**src/rtl/rng_digit_gen.sv**
```systemverilog
// Random decimal-digit code generator: free-running LFSR with user-timed seeding,
// rejection sampling, optional wildcards and no-repeat mode, and a valid/ready result handshake.
module rng_digit_gen #(
    parameter int                N_DIGITS    = 4,
    parameter int                LFSR_W      = 16,
    parameter logic [LFSR_W-1:0] TAPS        = 16'hB400,
    parameter logic [LFSR_W-1:0] SEED_INIT   = 16'hACE1,
    parameter int                WILD_THRESH = 1,
    parameter logic [3:0]        WILD_CODE   = 4'd10,
    parameter bit                NO_REPEAT   = 1'b0,
    parameter int                MAX_RETRY   = 15
) (
    input  logic                  clk,
    input  logic                  rst,
    input  logic                  seed_en,
    input  logic                  gen_req,
    input  logic                  digits_ready,
    output logic [4*N_DIGITS-1:0] digits,
    output logic [N_DIGITS-1:0]   wild_mask,
    output logic                  digits_valid,
    output logic                  busy
);

    localparam int IDX_W   = (N_DIGITS > 1) ? $clog2(N_DIGITS) : 1;
    localparam int RETRY_W = (MAX_RETRY > 0) ? $clog2(MAX_RETRY + 1) : 1;

    localparam logic [IDX_W-1:0]   LAST_IDX  = IDX_W'(N_DIGITS - 1);
    localparam logic [RETRY_W-1:0] RETRY_MAX = RETRY_W'(MAX_RETRY);
    localparam logic [5:0]         WILD_LIM  = 6'(WILD_THRESH);

    typedef enum logic [1:0] {
        IDLE,
        DRAW,
        DONE
    } state_t;

    state_t                state_reg, state_next;
    logic [LFSR_W-1:0]     lfsr_reg, lfsr_next;
    logic [LFSR_W-1:0]     seed_cnt_reg;
    logic                  seeded_reg;
    logic [IDX_W-1:0]      idx_reg, idx_next;
    logic [RETRY_W-1:0]    retry_reg, retry_next;
    logic [4*N_DIGITS-1:0] digits_reg, digits_next;
    logic [N_DIGITS-1:0]   wild_mask_reg, wild_mask_next;
    logic [9:0]            used_reg, used_next;
    logic                  valid_reg, valid_next;
    logic                  busy_reg, busy_next;

    logic [3:0] cand;
    logic [3:0] cand_mod;
    logic       is_wild;
    logic       in_range;
    logic       repeat_hit;
    logic [9:0] hit_vec;
    logic       clear;
    logic       wr_en;
    logic       acc_wild;
    logic [3:0] acc_val;

    // Seed capture takes priority over the shift; a zero count would lock the LFSR.
    always_comb begin
        if (seed_en && !seeded_reg) begin
            lfsr_next = (seed_cnt_reg == '0) ? SEED_INIT : seed_cnt_reg;
        end else begin
            lfsr_next = {lfsr_reg[LFSR_W-2:0], ^(lfsr_reg & TAPS)};
        end
    end

    assign cand     = lfsr_reg[3:0];
    assign is_wild  = ({1'b0, lfsr_reg[4:0]} < WILD_LIM);
    assign in_range = (cand <= 4'd9);
    assign cand_mod = in_range ? cand : (cand - 4'd10);

    genvar gi;
    generate
        for (gi = 0; gi < 10; gi++) begin : g_used
            assign hit_vec[gi]   = used_reg[gi] && (cand == 4'(gi));
            assign used_next[gi] = clear ? 1'b0 :
                                   (wr_en && !acc_wild && (acc_val == 4'(gi))) ? 1'b1 :
                                   used_reg[gi];
        end
    endgenerate

    assign repeat_hit = NO_REPEAT && (|hit_vec);

    always_comb begin
        state_next = state_reg;
        idx_next   = idx_reg;
        retry_next = retry_reg;
        clear      = 1'b0;
        wr_en      = 1'b0;
        acc_wild   = 1'b0;
        acc_val    = cand;
        case (state_reg)
            IDLE: begin
                if (gen_req) begin
                    state_next = DRAW;
                    idx_next   = '0;
                    retry_next = '0;
                    clear      = 1'b1;
                end
            end
            DRAW: begin
                if (is_wild) begin
                    wr_en    = 1'b1;
                    acc_wild = 1'b1;
                    acc_val  = WILD_CODE;
                end else if (in_range && !repeat_hit) begin
                    wr_en   = 1'b1;
                    acc_val = cand;
                end else if (retry_reg == RETRY_MAX) begin
                    // Forced acceptance bounds latency; duplicates are tolerated here.
                    wr_en   = 1'b1;
                    acc_val = cand_mod;
                end else begin
                    retry_next = retry_reg + 1'b1;
                end
                if (wr_en) begin
                    retry_next = '0;
                    if (idx_reg == LAST_IDX) begin
                        state_next = DONE;
                    end else begin
                        idx_next = idx_reg + 1'b1;
                    end
                end
            end
            DONE: begin
                if (valid_reg && digits_ready) begin
                    state_next = IDLE;
                end
            end
            default: begin
                state_next = IDLE;
            end
        endcase
    end

    generate
        for (gi = 0; gi < N_DIGITS; gi++) begin : g_lane
            logic lane_wr;
            assign lane_wr = wr_en && (idx_reg == IDX_W'(gi));
            assign digits_next[4*gi +: 4] = clear   ? 4'd0    :
                                            lane_wr ? acc_val :
                                            digits_reg[4*gi +: 4];
            assign wild_mask_next[gi]     = clear   ? 1'b0     :
                                            lane_wr ? acc_wild :
                                            wild_mask_reg[gi];
        end
    endgenerate

    // Valid is raised one cycle after entering DONE so the result is settled when offered.
    assign valid_next = (state_reg == DONE) && (state_next == DONE);
    assign busy_next  = (state_next != IDLE);

    always_ff @(posedge clk or posedge rst) begin
        if (rst) begin
            state_reg     <= IDLE;
            lfsr_reg      <= SEED_INIT;
            seed_cnt_reg  <= '0;
            seeded_reg    <= 1'b0;
            idx_reg       <= '0;
            retry_reg     <= '0;
            digits_reg    <= '0;
            wild_mask_reg <= '0;
            used_reg      <= '0;
            valid_reg     <= 1'b0;
            busy_reg      <= 1'b0;
        end else begin
            state_reg     <= state_next;
            lfsr_reg      <= lfsr_next;
            seed_cnt_reg  <= seed_cnt_reg + 1'b1;
            if (seed_en) begin
                seeded_reg <= 1'b1;
            end
            idx_reg       <= idx_next;
            retry_reg     <= retry_next;
            digits_reg    <= digits_next;
            wild_mask_reg <= wild_mask_next;
            used_reg      <= used_next;
            valid_reg     <= valid_next;
            busy_reg      <= busy_next;
        end
    end

    assign digits       = digits_reg;
    assign wild_mask    = wild_mask_reg;
    assign digits_valid = valid_reg;
    assign busy         = busy_reg;

endmodule

```
**config.mk**
```make
export PLATFORM = sky130hd
export DESIGN_NAME = rng_digit_gen
export DESIGN_NICKNAME = d
export VERILOG_FILES = /design/src/rtl/rng_digit_gen.sv
export SDC_FILE = /design/constraint.sdc
export NUM_CORES = 1
export LEC_CHECK = 0
export CELL_PAD_IN_SITES_DETAIL_PLACEMENT = 2
export CELL_PAD_IN_SITES_GLOBAL_PLACEMENT = 2
export CORE_MARGIN = 1.5
export CORE_UTILIZATION = 35
export CTS_BUF_LIST = sky130_fd_sc_hd__clkbuf_4
export DETAILED_ROUTE_END_ITERATION = 16
export PLACE_DENSITY_LB_ADDON = 0.3
export SKIP_CTS_REPAIR_TIMING = 1
export SYNTH_ARGS = -nofsm -noshare
export SYNTH_HDL_FRONTEND = slang
export SYNTH_SLANG_ARGS = --single-unit
```
**constraint.sdc**
```tcl
create_clock -name clk -period 1.62 [get_ports clk]
set_input_delay 0.162 -clock clk [delete_from_list [all_inputs] [get_ports clk]]
set_output_delay 0.162 -clock clk [all_outputs]
set_load 0.02 [all_outputs]
```
# Word level (Yosys, flattened, before mapping)
# Cells that the tools add are included.
# totals
register_bits	63
latchBits	0
mem_bits_rw	0
rom_bits	0
in_bits	5
output_inout_bits	22
word_cells	101
n_memories	0
# op_classes
add_sub_neg	4
n_mul	0
div	0
n_lt_le_gt_ge	2
eq_ne	13
shift	0
n_mux	46
n_bitwise	0
reduce_logical	20
# ops
operator	count
2-to-1 mux 4 bit	17
2-to-1 mux 16 bit	2
2-to-1 mux 1 bit	17
adder 16 x 1 -> 16 bit (second input constant)	1
zero test 16 bit	1
parity 16 bit	1
2-to-1 mux 2 bit	7
nonzero test 2 bit	6
!= test 3 bit (second input constant)	3
equality test 2 bit (second input constant)	4
case mux 4 bit (2 select lines)	1
logical AND 1 bit	7
!= test 2 bit (second input constant)	3
case mux 2 bit (3 select lines)	1
less-than comparator 5 x 1 -> 1 bit (second input constant)	1
AND reduction 5 bit	1
adder 4 x 1 -> 4 bit (second input constant)	1
equality test 2 x 1 -> 1 bit (second input constant)	2
equality test 4 bit (second input constant)	1
less-or-equal comparator 4 bit (second input constant)	1
zero test 2 bit	2
case mux 2 bit (2 select lines)	1
AND reduction 4 bit	1
subtractor 4 bit (second input constant)	1
2 further kinds	2

# Depth between registers and ports, before layout
# depth
word_depth	9
depth_mapped	6
ltp_nobuf	6

# Worst setup path after synthesis
# OpenSTA, ideal clock, no wires.
# synth_path
kind	flip-flop to flip-flop
start	reg retry_reg[0]
end	reg idx_reg[1]
setup_ns	0.126
t_arrival_ns	1.506
t_required_ns	1.494
path_slack_ns	-0.013
stages_incl_launch_ff	7
n_path_buf	1
synth_period_minus_slack_ns	1.633
path_cell_list	dfrtp_1 -> ha_1 -> and3_1 -> buf_4 -> nor2_1 -> a21oi_1 -> a311o_1
# synth_via
elab_chain_len	7
# synth_lines
item	line_no	text
start, declared	42	logic [RETRY_W-1:0] retry_reg, retry_next;
start signal, assigned	176	retry_reg <= retry_next;
equality test 4 bit	111	end else if (retry_reg == RETRY_MAX) begin
2-to-1 mux 1 bit	111	
2-to-1 mux 1 bit	108	end else if (in_range && !repeat_hit) begin
2-to-1 mux 1 bit	104	if (is_wild) begin
2-to-1 mux 1 bit	94	case (state_reg)
!= test 2 bit (no source line)	-	
AND reduction 4 bit (no source line)	-	
end signal, assigned	175	idx_reg <= idx_next;
end, declared	41	logic [IDX_W-1:0] idx_reg, idx_next;
# No other way between the ends. The select of a mux whose other input is x is not followed.
# A chain may end at the register's enable or synchronous reset.

# Final worst setup path
# layout_path
start	reg retry_reg[1]
end	reg digits_reg[4] (netlist: digits[4])
# layout_via
elab_chain_len	8
word_cells_on_any_way	14
classes_between	1 x eq/ne; 11 x mux; 2 x reduce/logical
# layout_lines
item	line_no	text
equality test 4 bit *	111	
2-to-1 mux 1 bit	111	
2-to-1 mux 1 bit	108	
2-to-1 mux 1 bit	104	
2-to-1 mux 1 bit (2 in series)	94	
logical AND 1 bit	141	assign lane_wr = wr_en && (idx_reg == IDX_W'(gi));
nonzero test 2 bit (no source line)	-	
end signal, assigned	177	digits_reg <= digits_next;
end, declared	43	logic [4*N_DIGITS-1:0] digits_reg, digits_next;
# Mark *: on every way between the ends. The rest lies on a longest branch, timed or not. The select of a mux whose other input is x is not followed.

==> results_dict.tcl <==
set metrics [dict create \
    synth.most_common_cell "dfrtp_1" \
    syn_area_per_cell_um2 11.1 \
    gr-total-overflow 0 \
    rsz0062_at_grt "true" \
    fin_skew_ns 0.0124 \
    via_per_inst 5.46 \
    ys_top_cells_by_count "dfrtp_1, nand3_1, nand2_1" \
    power.density_nw_per_um2 1790 \
    drtAntennaViolNets 0 \
    die_y_um 93.9 \
    numCtsBuffers 9 \
    synthArstFlopShare_pct 100 \
    worstSkewPairLatency_ns 0.43 \
    ys.flop_type "dfrtp_1" \
    utilization_pct 49.5 \
    rows 32 \
    yosys-top-cells-area "dfrtp_1, dfstp_2, nand3_1, ha_1, o21ai_0" \
    synth_area_um2 2890 \
    cts_tree "yes" \
    cts.clk_slew.worst_paths_ns 0.12 \
    violations "setup timing" \
    hpwl_um 5550 \
    worstSetupEndpointType "flip-flop" \
    min_path_type "in2async" \
    core_area_um2 7850 \
    ios 27 \
    min_period_over_period_pct 105 \
    grt_first_pass_wirelength_um 13100 \
    synth.top_cell.area_share_pct 47.6 \
    synthToLayoutAreaGrowth_pct 34.3 \
    timing.fmax_mhz 588 \
    slew_headroom_pct 73.9 \
    tightest_slew_ns 0.391 \
    post_drt_wl_per_cell_um 20.9 \
    dp_slack_ns -0.129 \
    seq_area_frac_synth_pct 54.9 \
    remaining_drc_errors 0 \
    synth_fp_nets 275 \
    tns_ns -0.468 \
    die_x_um 93.9 \
    synth_edf_count 0 \
    worst_slack_ns -0.0808 \
    cts.sinks 63 \
    drv_slew 0 \
    yosysTopAreaCell "dfrtp_1" \
    top_usage_layer "met2" \
    wirelength_um 9210 \
    drtPass1Iterations 4 \
    initial_core_util_pct 36.8 \
    post-place-cells 418 \
    h-tree-depth 3 \
    synth_seq_cells 63 \
    startpoint_type "flip-flop" \
    hold_violations 0 \
    synthDistinctLibCells 46 \
    drv_cap 0 \
    stdcell_count 441 \
    synth.yosys.warnings 0 \
    p_leak_nw 1.90 \
    period_minus_slack_ns 1.70 \
    status "finished with violations" \
    synthCells 261 \
    grt_usage_pct 19.5 \
    finalSetupViolCount 16 \
    clockBufferDepth 2 \
    use_met1_pct 23.8 \
    io_buffers 26 \
    layout-drive-gt1-share_pct 30.7 \
    clockRootBuffer "clkbuf_4" \
    grt_pass1_vias 2540 \
    grtUsageMet3_pct 5.58 \
    n_antenna_cell 0 \
    vias 2406 \
    critPathArrivalTime_ns 2.06 \
    drtIter0Drc 78 \
    ir_drop_uv 590 \
    antenna_found_initial 0 \
    layout.nets 348 \
    use_met2_pct 34.3 \
    crit_fanout 8 \
    place_congestion 0.749 \
    die-area_um2 8810 \
    grt_start_max_net_pins 64 \
    cp.required_ns 1.98 \
    worstSetupPathType "reg2reg" \
]
-- power by group --
group | leakage, nW | internal, mW | switching [mW]
clock network | 0.0723 | 0.472 | 0.650
logic | 1.05 | 1.48 | 1.83
registers | 0.784 | 2.13 | 0.376
-- cell usage in the layout (no fill, tap or decap), drive strengths merged, types with 9 or more instances in the layout --
| cell type | n |
|---|---|
| nand3 | 26 |
| buf | 46 |
| inv | 10 |
| nand2 | 24 |
| xnor2 | 12 |
| a21oi | 10 |
| clkbuf | 9 |
| dfrtp | 55 |
| dlymetal6s2s | 15 |
| o21ai | 24 |
| ha | 9 |
| clkdlybuf4s50 | 11 |
-- per-stage QoR --
stage | hold slack [ns] | power (mW) | instance area, um^2
2_1_floorplan | 0.261 | 4.08 | 2900
3_3_place_gp | 0.452 | 5.24 | 3530
3_5_place_dp | 0.465 | 5.39 | 3530
4_1_cts | 0.170 | 6.51 | 3670
5_1_grt | 0.189 | 7.40 | 3880
6_report | 0.183 | 6.94 | 3880
-- final cells by class --
| type | instances | area [um^2] |
|---|---|---|
| Clock inverter | 7 | 72.6 |
| Clock buffer | 9 | 67.6 |
| Multi-Input combinational cell | 178 | 1320 |
| Inverter | 10 | 41.3 |
| Fill cell | 801 | 3970 |
| Timing Repair Buffer | 72 | 663 |
| Tap cell | 102 | 128 |
| Sequential cell | 63 | 1590 |
-- metal layers --
layer	vias to the layer above	part of all wire, %	routed length, um
li1	1091	-	-
met3	27	2.9	269
met1	1248	41	3800
met2	40	53	4890
met4	0	2.7	248
met5	-	0	0
-- final timing paths --
path | end | depth (start not counted) | startpoint | slack [ns]
worst max-delay path | digits[4] | 7 | retry_reg[1] | -0.08
worst min-delay path | retry_reg[3] | 3 | rst | 0.18
worst max register to register | digits[4] | 7 | retry_reg[1] | -0.08
worst min register to register | seeded_reg | 1 | seeded_reg | 0.49
max in group asynchronous | lfsr_reg[15] | 3 | rst | 1.11
min in group clk | digits_valid | 2 | digits_ready | 0.31
-- critical path: stages, from the launching register on --
cell and delay [ns]:
dfrtp_1 0.42, ha_2 0.21, and3_4 0.21, buf_6 0.15, o211ai_1 0.22, buf_4 0.19
nand2_1 0.09, a21oi_2 0.13
-- kinds of logic after synthesis --
family | synth area share [%]
compound gates | 15.5
xor+xnor | 5.46
fa+ha+maj | 3.90
buf+inv | 3.33
flops | 54.9
mux | 1.95
simple gates | 15.0
Note: power is estimated with default switching activity, not from simulation.
==> RTL change (same flow settings) <==
Encoding of `state_t`: now one-hot (3 bits for 3 states).
--- a/src/rtl/rng_digit_gen.sv
+++ b/src/rtl/rng_digit_gen.sv
@@ -28,10 +28,10 @@
     localparam logic [RETRY_W-1:0] RETRY_MAX = RETRY_W'(MAX_RETRY);
     localparam logic [5:0]         WILD_LIM  = 6'(WILD_THRESH);
 
-    typedef enum logic [1:0] {
-        IDLE,
-        DRAW,
-        DONE
+    typedef enum logic [2:0] {
+        IDLE = 3'b001,
+        DRAW = 3'b010,
+        DONE = 3'b100
     } state_t;
 
     state_t                state_reg, state_next;
Behaviour: same outputs for any inputs over 10 cycles, from zero or initial values and one cycle with rst high; not proved beyond that.
==> RTL change against the unedited design <==
The flow still finishes with violations (setup timing); count of clock-buffer cells in the layout up 1; first-iteration DRC count up 37%; core utilization up 1.6 points; hold slack worse by 0.016 ns; total power down 1.3%; worst setup slack worse by 0.11 ns; maximum frequency down 6.2%; sequential cell count up 1; synthesized area up 1.9%; design area up 7.4%; wire length up 14%; critical path type unchanged; critical endpoint is now digits[2]; largest cell class unchanged.
==> RTL change: results (changes against the unedited design) <==
status: "finished with violations"
violations: "setup timing"
wl_met3_um: 307  # +14%
syn_nets: 264  # -4.0%
setup_violations: 26  # +10
crit_end: "digits[2]"
placed_cells: 419  # +0.24%
dpl.hpwl_mm: 5.55  # about the same
setup_slack_ns: -0.193  # -0.112 ns
grt_pass1_vias: 2452  # -3.5%
clkbuf_count: 10  # +1
dr_wl_met2_mm: 5.55  # +14%
crit_family: "compound AO/OA/AOI/OAI gates"
drive_gt1_frac: 0.396  # +0.0897
critPathMaxFanout: 4  # -4
ys_seq_area_frac: 0.548  # -0.00134
multi_input_gates: 166  # -6.7%
met3_usage: 0.0322  # -0.0236
yosys-top-cells-count: "dfrtp_1, nand2_1, xnor2_1, mux2_2, inv_1"
vias: 2440  # +1.4%
yosysUniqueCellTypes: 53  # +15%
track_usage: 0.194  # -0.00139
multiInputGateArea_mm2: 0.00150  # +14%
r2r-start: "lfsr_reg[1]"
register_area_mm2: 0.00161  # +1.6%
clock-skew-final_ns: 0.0352  # +0.0228 ns
-- RTL change: cell types whose count changed in the layout (fill, tap and decap cells not counted), sizes merged, moves of 4 or more --
| cell | unedited run | this run |
|---|---|---|
| o21ai | 24 | 10 |
| nand2 | 24 | 17 |
| dlymetal6s2s | 15 | 5 |
| a32o | 2 | 7 |
| o211a | 4 | 0 |
| xnor2 | 12 | 16 |
| clkdlybuf4s50 | 11 | 21 |
| buf | 46 | 56 |
| nor2 | 4 | 8 |
| nand3 | 26 | 9 |
| mux2 | 5 | 14 |
| nand4 | 4 | 9 |
-- RTL change: logic make-up after synthesis --
| kind of cell | count (synthesis) | share of synthesized area |
|---|---|---|
| buf+inv | 20 | 0.0314 |
| simple gates | 70 | 0.131 |
| flops | 64 | 0.548 |
| xor+xnor | 20 | 0.0595 |
| mux | 15 | 0.0569 |
| fa+ha+maj | 9 | 0.0382 |
| compound gates | 52 | 0.135 |
